==> src/rtl/ccu_pkg.sv <==
// Shared definitions for the CCU snoop dispatcher: CR response bit positions,
// FSM state encoding and the forwarder-selection helper.
package ccu_pkg;

  localparam int unsigned CR_W      = 5;
  localparam int unsigned CR_DT     = 0;
  localparam int unsigned CR_ERR    = 1;
  localparam int unsigned CR_PD     = 2;
  localparam int unsigned CR_IS     = 3;
  localparam int unsigned CR_WU     = 4;
  localparam int unsigned MAX_PORTS = 32;

  typedef enum logic [2:0] {
    ST_IDLE,
    ST_AC,
    ST_CR,
    ST_CD,
    ST_RESP
  } state_e;

  function automatic int unsigned lowest_set_idx(input logic [MAX_PORTS-1:0] v);
    int unsigned idx;
    idx = 0;
    for (int unsigned i = MAX_PORTS; i > 0; i--) begin
      if (v[i-1]) idx = i - 1;
    end
    return idx;
  endfunction

endpackage

==> src/rtl/ccu_cd_drain.sv <==
// Per-port CD beat counter: counts handshakes while enabled and flags completion
// after Beats transfers; fin_o also covers the completing handshake itself.
module ccu_cd_drain #(
  parameter int unsigned Beats = 1
) (
  input  logic clk_i,
  input  logic rst_i,
  input  logic clr_i,
  input  logic en_i,
  input  logic hs_i,
  output logic done_o,
  output logic fin_o
);

  localparam int unsigned CntW = (Beats > 1) ? $clog2(Beats) : 1;

  logic [CntW-1:0] cnt_q, cnt_d;
  logic            done_q, done_d;
  logic            step;
  logic            last_hs;

  always_comb begin
    step    = en_i & hs_i & ~done_q;
    last_hs = step & (cnt_q == CntW'(Beats - 1));
    cnt_d   = cnt_q;
    done_d  = done_q;
    if (clr_i) begin
      cnt_d  = '0;
      done_d = 1'b0;
    end else if (step) begin
      if (last_hs) begin
        cnt_d  = '0;
        done_d = 1'b1;
      end else begin
        cnt_d = cnt_q + 1'b1;
      end
    end
  end

  always_ff @(posedge clk_i) begin
    if (rst_i) begin
      cnt_q  <= '0;
      done_q <= 1'b0;
    end else begin
      cnt_q  <= cnt_d;
      done_q <= done_d;
    end
  end

  assign done_o = done_q;
  assign fin_o  = done_q | last_hs;

endmodule

==> src/rtl/ccu_snoop_dispatch.sv <==
// Coherent snoop engine: broadcasts AC to a masked target set, merges CR flags,
// forwards one line of CD from the lowest data-carrying responder and drains the rest.
module ccu_snoop_dispatch
  import ccu_pkg::*;
#(
  parameter int unsigned NoPorts   = 4,
  parameter int unsigned AddrWidth = 64,
  parameter int unsigned DataWidth = 64,
  parameter int unsigned LineWidth = 512,
  parameter int unsigned IdxWidth  = $clog2(NoPorts)
) (
  input  logic                         clk_i,
  input  logic                         rst_i,
  input  logic                         req_valid_i,
  output logic                         req_ready_o,
  input  logic [AddrWidth-1:0]         req_addr_i,
  input  logic [3:0]                   req_snoop_i,
  input  logic [2:0]                   req_prot_i,
  input  logic [IdxWidth-1:0]          req_init_i,
  input  logic [NoPorts-1:0]           req_mask_i,
  output logic [NoPorts-1:0]           ac_valid_o,
  input  logic [NoPorts-1:0]           ac_ready_i,
  output logic [AddrWidth-1:0]         ac_addr_o,
  output logic [3:0]                   ac_snoop_o,
  output logic [2:0]                   ac_prot_o,
  input  logic [NoPorts-1:0]           cr_valid_i,
  output logic [NoPorts-1:0]           cr_ready_o,
  input  logic [NoPorts*5-1:0]         cr_resp_i,
  input  logic [NoPorts-1:0]           cd_valid_i,
  output logic [NoPorts-1:0]           cd_ready_o,
  input  logic [NoPorts*DataWidth-1:0] cd_data_i,
  input  logic [NoPorts-1:0]           cd_last_i,
  output logic                         d_valid_o,
  input  logic                         d_ready_i,
  output logic [DataWidth-1:0]         d_data_o,
  output logic                         d_last_o,
  output logic                         res_valid_o,
  input  logic                         res_ready_i,
  output logic                         res_data_o,
  output logic                         res_dirty_o,
  output logic                         res_shared_o,
  output logic                         res_err_o,
  output logic                         busy_o
);

  localparam int unsigned Beats = LineWidth / DataWidth;
  localparam int unsigned CntW  = (Beats > 1) ? $clog2(Beats) : 1;

  state_e                 state_q, state_d;
  logic [AddrWidth-1:0]   addr_q, addr_d;
  logic [3:0]             snoop_q, snoop_d;
  logic [2:0]             prot_q, prot_d;
  logic [NoPorts-1:0]     target_q, target_d;
  logic [NoPorts-1:0]     ac_done_q, ac_done_d;
  logic [NoPorts-1:0]     cr_done_q, cr_done_d;
  logic [NoPorts-1:0]     dt_q, dt_d;
  logic [IdxWidth-1:0]    fwd_q, fwd_d;
  logic [CntW-1:0]        cnt_q, cnt_d;
  logic                   dirty_q, dirty_d;
  logic                   shared_q, shared_d;
  logic                   err_q, err_d;
  logic                   data_q, data_d;

  logic [NoPorts-1:0]     ac_hs, cr_hs;
  logic [NoPorts-1:0]     drain_done, drain_fin;
  logic                   fwd_last;
  logic [NoPorts-1:0]     unused_wu;

  for (genvar g = 0; g < NoPorts; g++) begin : g_drain
    ccu_cd_drain #(.Beats(Beats)) u_drain (
      .clk_i  (clk_i),
      .rst_i  (rst_i),
      .clr_i  (state_q != ST_CD),
      .en_i   (dt_q[g] & (state_q == ST_CD)),
      .hs_i   (cd_valid_i[g] & cd_ready_o[g]),
      .done_o (drain_done[g]),
      .fin_o  (drain_fin[g])
    );
  end

  // CD steering kept apart from the FSM so the drain feedback has no combinational cycle.
  always_comb begin
    cd_ready_o = '0;
    d_valid_o  = 1'b0;
    d_data_o   = '0;
    d_last_o   = 1'b0;
    fwd_last   = 1'b0;
    if (state_q == ST_CD) begin
      d_last_o = (cnt_q == CntW'(Beats - 1));
      for (int unsigned i = 0; i < NoPorts; i++) begin
        if (dt_q[i]) begin
          if (IdxWidth'(i) == fwd_q) begin
            d_valid_o     = cd_valid_i[i] & ~drain_done[i];
            d_data_o      = cd_data_i[i*DataWidth +: DataWidth];
            cd_ready_o[i] = d_ready_i & ~drain_done[i];
            fwd_last      = cd_last_i[i];
          end else begin
            cd_ready_o[i] = ~drain_done[i];
          end
        end
      end
    end
  end

  always_comb begin
    for (int unsigned i = 0; i < NoPorts; i++) unused_wu[i] = cr_resp_i[i*CR_W + CR_WU];
  end

  always_comb begin
    state_d     = state_q;
    addr_d      = addr_q;
    snoop_d     = snoop_q;
    prot_d      = prot_q;
    target_d    = target_q;
    ac_done_d   = ac_done_q;
    cr_done_d   = cr_done_q;
    dt_d        = dt_q;
    fwd_d       = fwd_q;
    cnt_d       = cnt_q;
    dirty_d     = dirty_q;
    shared_d    = shared_q;
    err_d       = err_q;
    data_d      = data_q;
    req_ready_o = 1'b0;
    ac_valid_o  = '0;
    cr_ready_o  = '0;
    res_valid_o = 1'b0;
    ac_hs       = '0;
    cr_hs       = '0;

    case (state_q)
      ST_IDLE: begin
        req_ready_o = 1'b1;
        if (req_valid_i) begin
          addr_d   = req_addr_i;
          snoop_d  = req_snoop_i;
          prot_d   = req_prot_i;
          target_d = req_mask_i & ~(NoPorts'(1) << req_init_i);
          state_d  = (target_d == '0) ? ST_RESP : ST_AC;
        end
      end

      ST_AC, ST_CR: begin
        if (state_q == ST_AC) begin
          ac_valid_o = target_q & ~ac_done_q;
          ac_hs      = ac_valid_o & ac_ready_i;
          ac_done_d  = ac_done_q | ac_hs;
        end
        // CR is taken from a port as soon as its AC has been (or is being) accepted.
        cr_ready_o = target_q & ~cr_done_q & ac_done_d;
        cr_hs      = cr_ready_o & cr_valid_i;
        cr_done_d  = cr_done_q | cr_hs;
        for (int unsigned i = 0; i < NoPorts; i++) begin
          if (cr_hs[i]) begin
            dirty_d  = dirty_d  | cr_resp_i[i*CR_W + CR_PD];
            shared_d = shared_d | cr_resp_i[i*CR_W + CR_IS];
            err_d    = err_d    | cr_resp_i[i*CR_W + CR_ERR];
            dt_d[i]  = cr_resp_i[i*CR_W + CR_DT] & ~cr_resp_i[i*CR_W + CR_ERR];
          end
        end
        if (state_q == ST_AC) begin
          if ((target_q & ~ac_done_d) == '0) state_d = ST_CR;
        end else if ((target_q & ~cr_done_d) == '0) begin
          if (dt_d == '0) begin
            state_d = ST_RESP;
          end else begin
            fwd_d   = IdxWidth'(lowest_set_idx(MAX_PORTS'(dt_d)));
            state_d = ST_CD;
          end
        end
      end

      ST_CD: begin
        if (d_valid_o & d_ready_i) begin
          cnt_d = d_last_o ? '0 : cnt_q + 1'b1;
          if (fwd_last != d_last_o) err_d = 1'b1;
        end
        if ((dt_q & ~drain_fin) == '0) begin
          data_d  = 1'b1;
          state_d = ST_RESP;
        end
      end

      ST_RESP: begin
        res_valid_o = 1'b1;
        if (res_ready_i) begin
          state_d   = ST_IDLE;
          target_d  = '0;
          ac_done_d = '0;
          cr_done_d = '0;
          dt_d      = '0;
          fwd_d     = '0;
          cnt_d     = '0;
          dirty_d   = 1'b0;
          shared_d  = 1'b0;
          err_d     = 1'b0;
          data_d    = 1'b0;
        end
      end

      default: state_d = ST_IDLE;
    endcase
  end

  always_ff @(posedge clk_i) begin
    if (rst_i) begin
      state_q   <= ST_IDLE;
      addr_q    <= '0;
      snoop_q   <= '0;
      prot_q    <= '0;
      target_q  <= '0;
      ac_done_q <= '0;
      cr_done_q <= '0;
      dt_q      <= '0;
      fwd_q     <= '0;
      cnt_q     <= '0;
      dirty_q   <= 1'b0;
      shared_q  <= 1'b0;
      err_q     <= 1'b0;
      data_q    <= 1'b0;
    end else begin
      state_q   <= state_d;
      addr_q    <= addr_d;
      snoop_q   <= snoop_d;
      prot_q    <= prot_d;
      target_q  <= target_d;
      ac_done_q <= ac_done_d;
      cr_done_q <= cr_done_d;
      dt_q      <= dt_d;
      fwd_q     <= fwd_d;
      cnt_q     <= cnt_d;
      dirty_q   <= dirty_d;
      shared_q  <= shared_d;
      err_q     <= err_d;
      data_q    <= data_d;
    end
  end

  assign ac_addr_o    = addr_q;
  assign ac_snoop_o   = snoop_q;
  assign ac_prot_o    = prot_q;
  assign res_data_o   = data_q;
  assign res_dirty_o  = dirty_q;
  assign res_shared_o = shared_q;
  assign res_err_o    = err_q;
  assign busy_o       = (state_q != ST_IDLE);

endmodule

==> config.mk <==
export PLATFORM = sky130hd
export DESIGN_NAME = ccu_snoop_dispatch
export DESIGN_NICKNAME = d
export VERILOG_FILES = /design/src/rtl/ccu_pkg.sv /design/src/rtl/ccu_cd_drain.sv /design/src/rtl/ccu_snoop_dispatch.sv
export SDC_FILE = /design/constraint.sdc
export NUM_CORES = 1
export LEC_CHECK = 0
export CORE_AREA = 4 4 205 207
export CTS_BUF_LIST = sky130_fd_sc_hd__clkbuf_16
export DETAILED_ROUTE_END_ITERATION = 12
export DIE_AREA = 0 0 209 211
export GPL_ROUTABILITY_DRIVEN = 0
export SETUP_SLACK_MARGIN = 0.15
export SLEW_MARGIN = 15
export SYNTH_ARGS = -nofsm -noshare
export SYNTH_HDL_FRONTEND = slang
export SYNTH_SLANG_ARGS = --single-unit
==> constraint.sdc <==
create_clock -name clk_i -period 1.91 [get_ports clk_i]
set_input_delay 0.191 -clock clk_i [delete_from_list [all_inputs] [get_ports clk_i]]
set_output_delay 0.191 -clock clk_i [all_outputs]
set_load 0.01 [all_outputs]
==> impl_metrics.env <==
export IMPL_worst_slew_pin_slew_ns=0.490
export IMPL_pwr_density_cell_mw_per_mm2=580
export IMPL_htreeDepth=4
export IMPL_max_stage_delay_ns=0.36
export IMPL_grt_start_max_net_pins=78
export IMPL_floorplan_rows=74
export IMPL_insertion_delay_ns=0.41
export IMPL_drt_iter0_markers=681
export IMPL_final_nets=1983
export IMPL_die_w_um=209
export IMPL_rr_worst_depth=9
export IMPL_synth_commonest_cells="nand2_1 (164), a21oi_1 (163), a22oi_1 (135), dfxtp_1 (115), clkbuf_1 (54)"
export IMPL_grt_overflow_total=0
export IMPL_arrival_ns=2.00
export IMPL_cts_num_sinks=115
export IMPL_synth_avg_cell_area_um2=7.61
export IMPL_hp_start="rst_i"
export IMPL_synth_fp_nets=1256
export IMPL_async_flop_share=0
export IMPL_finClkSkew_ns=0.0106
export IMPL_ys_seq_area_frac=0.347
export IMPL_grt_pass1_wl_mm=68.3
export IMPL_fin_crit_sh=1.15
export IMPL_final_hold_violation_count=0
export IMPL_hpwlAfterDp_mm=37.3
export IMPL_endpoint="cd_ready_o[0]"
export IMPL_netlist_area_mm2=0.00664
export IMPL_root_buffer="clkbuf_16"
export IMPL_core_mm2=0.0404
export IMPL_status="finished with violations"
export IMPL_hold_buffers=0
export IMPL_synth_top_cell_area_share=0.347
export IMPL_synth_top_cell_by_area="dfxtp_1"
export IMPL_dp_slack_ns=-0.471
export IMPL_crit_slowest_cell="dfxtp_4"
export IMPL_dr_pass1_iters=6
export IMPL_path_cells="buf_6, nand3b_1, buf_6, buf_12, buf_12, buf_8, nor3b_4, buf_6"
export IMPL_r2r_start="state_q[1]"
export IMPL_synth_edf_count=0
export IMPL_fmax_ghz=0.457
export IMPL_route_vias_total=10200
export IMPL_critPathLaunch="state_q[2]"
export IMPL_die_y_um=211
export IMPL_max_cap_viol_count=0
export IMPL_relSlewSlack=0.671
export IMPL_nFillCells=3788
export IMPL_clockBufferDepth=2
export IMPL_timing_rr_end="state_q[1]"
export IMPL_syn_inst=872
export IMPL_layout_setup_ws_ns=-0.280
export IMPL_ys_warn_count=0
export IMPL_utilization=0.430
export IMPL_drive_above_1_share=0.411
export IMPL_wire_per_inst_um=24.0
export IMPL_rsz0062_at_grt="yes"
export IMPL_seq_area_mm2=0.00232
export IMPL_r2r_setup_slack_ns=-0.23
export IMPL_cts_tree="yes"
export IMPL_path_clk_slew_ns=0.06
export IMPL_hold_path_class="in2reg"
export IMPL_cts_buffers=17
export IMPL_setup_violations=98
export IMPL_start_kind="register"
export IMPL_p_total_mw=10.1
export IMPL_end_kind="output pin"
export IMPL_ys_types=62
export IMPL_multi_input_area_mm2=0.00559
export IMPL_post_drt_via_cell_ratio=4.73
export IMPL_failed_checks="setup timing"
export IMPL_drv_slew=0
export IMPL_place_port_buffers=525
export IMPL_postRouteAntennaNets=0
export IMPL_hold_depth=2
export IMPL_antenna_found_initial=8
export IMPL_period_needed_ns=2.19
export IMPL_grt_pass1_vias=10200
export IMPL_synth_most_common_cell="nand2_1"
export IMPL_ys_seq_elements=115
export IMPL_critPathKind="reg2out"
export IMPL_crit_fanout=7
export IMPL_synthFlopType="dfxtp_1"
export IMPL_pin_count=530
export IMPL_dieArea_mm2=0.0441
export IMPL_synthTopCellsByArea="dfxtp_1 (35%), a22oi_1 (15%), a21oi_1 (12%), nand2_1 (9.3%), clkbuf_1 (3.1%)"
export IMPL_p_leak_nw=6.35
export IMPL_track_usage=0.207
export IMPL_wl_mm=51.5
export IMPL_drc_errors=0
export IMPL_peakVddDrop_mv=0.551
export IMPL_crit_top_cell="buf_6"
export IMPL_syn_to_final_growth_pct=162
export IMPL_cp_required_ns=1.72
export IMPL_start_util=0.164
-- logic make-up after synthesis --
group	count (synthesis)	synth area share
AOI/OAI and AO/OA	344	0.338
and+or+nand+nor	305	0.218
DFF	115	0.347
buffers and inverters	82	0.0532
muxes	14	0.0224
adders and majority gates	10	0.0189
xor gates and xnor gates	2	0.00264
-- layout by cell type (no fill, tap or decap), types with 26 or more instances in the layout --
cell,n
nand2_1,130
a21oi_2,82
clkdlybuf4s50_1,443
dfxtp_1,110
a22oi_2,90
clkbuf_16,26
buf_6,96
buf_4,128
buf_2,42
nand2_4,30
nor2_1,40
buf_12,39
a21oi_1,69
a22oi_1,45
-- sequential cells by signal (all words and copies together) (netlist names) --
register	count
ac_addr_o	64
ac_done_q	4
ac_prot_o	3
ac_snoop_o	4
cnt_q	3
cr_done_q	4
dt_q	4
fwd_q	2
g_drain.u_drain.cnt_q	12
g_drain.u_drain.done_o	4
res_data_o	1
res_dirty_o	1
res_err_o	1
res_shared_o	1
state_q	3
target_q	4
-- how the worst min path moves through the flow --
stage                                     end  slack [ns]
finish                                dt_q[0]        0.17
global route                          dt_q[2]        0.17
detailed placement              ac_addr_o[60]        0.45
floorplan                        ac_addr_o[0]        0.33
global placement    g_drain[0].u_drain.done_o        0.44
CTS                                   dt_q[0]        0.14
-- worst max-delay path, delay by kind of cell (launching register included) --
family / cells / cell delay [ns]
buffers and inverters: 6 / 0.83
and+or+nand+nor: 2 / 0.40
DFF: 1 / 0.36
-- routing by layer --
metal	GRT usage	part of all wire	vias up
met5	0	0.00072	-
met3	0.0557	0.068	80
met4	0.0698	0.031	6
met2	0.409	0.55	473
li1	-	-	4673
met1	0.210	0.35	4928
-- per-stage QoR --
| step | setup TNS (ns) | instance area [um2] | instances | hold WS [ns] |
|---|---|---|---|---|
| final | -16.53 | 17400 | 2150 | 0.173 |
| after global routing | -23.86 | 17400 | 2148 | 0.170 |
| after CTS | -15.74 | 15900 | 2098 | 0.138 |
| after detailed placement | -21.94 | 13500 | 1982 | 0.446 |
| after global placement | -20.40 | 13500 | 1982 | 0.439 |
| after floorplan | 0 | 6660 | 872 | 0.327 |
-- final cells by class --
class / count / area share
Multi-Input combinational cell: 675 / 0.322
Clock buffer: 17 / 0.0245
Sequential cell: 115 / 0.134
Timing Repair Buffer: 779 / 0.469
Tap cell: 532 / 0.0383
Antenna cell: 6 / 0.000865
Inverter: 11 / 0.00252
Clock inverter: 15 / 0.00872
-- power breakdown --
part           switching [mW]  internal (mW)  leakage [nW]
sequential              0.145           2.65         0.942
combinational            1.84           2.25          5.11
clock                    1.17           2.01         0.293
-- what timing repair did --
item,CTS,global route
setup buffers,74,36
gates cloned,10,11
resized for setup,483,242
setup endpoints to repair,113,118
pin swaps,97,159
No activity file was read; power rests on OpenSTA's default activity.
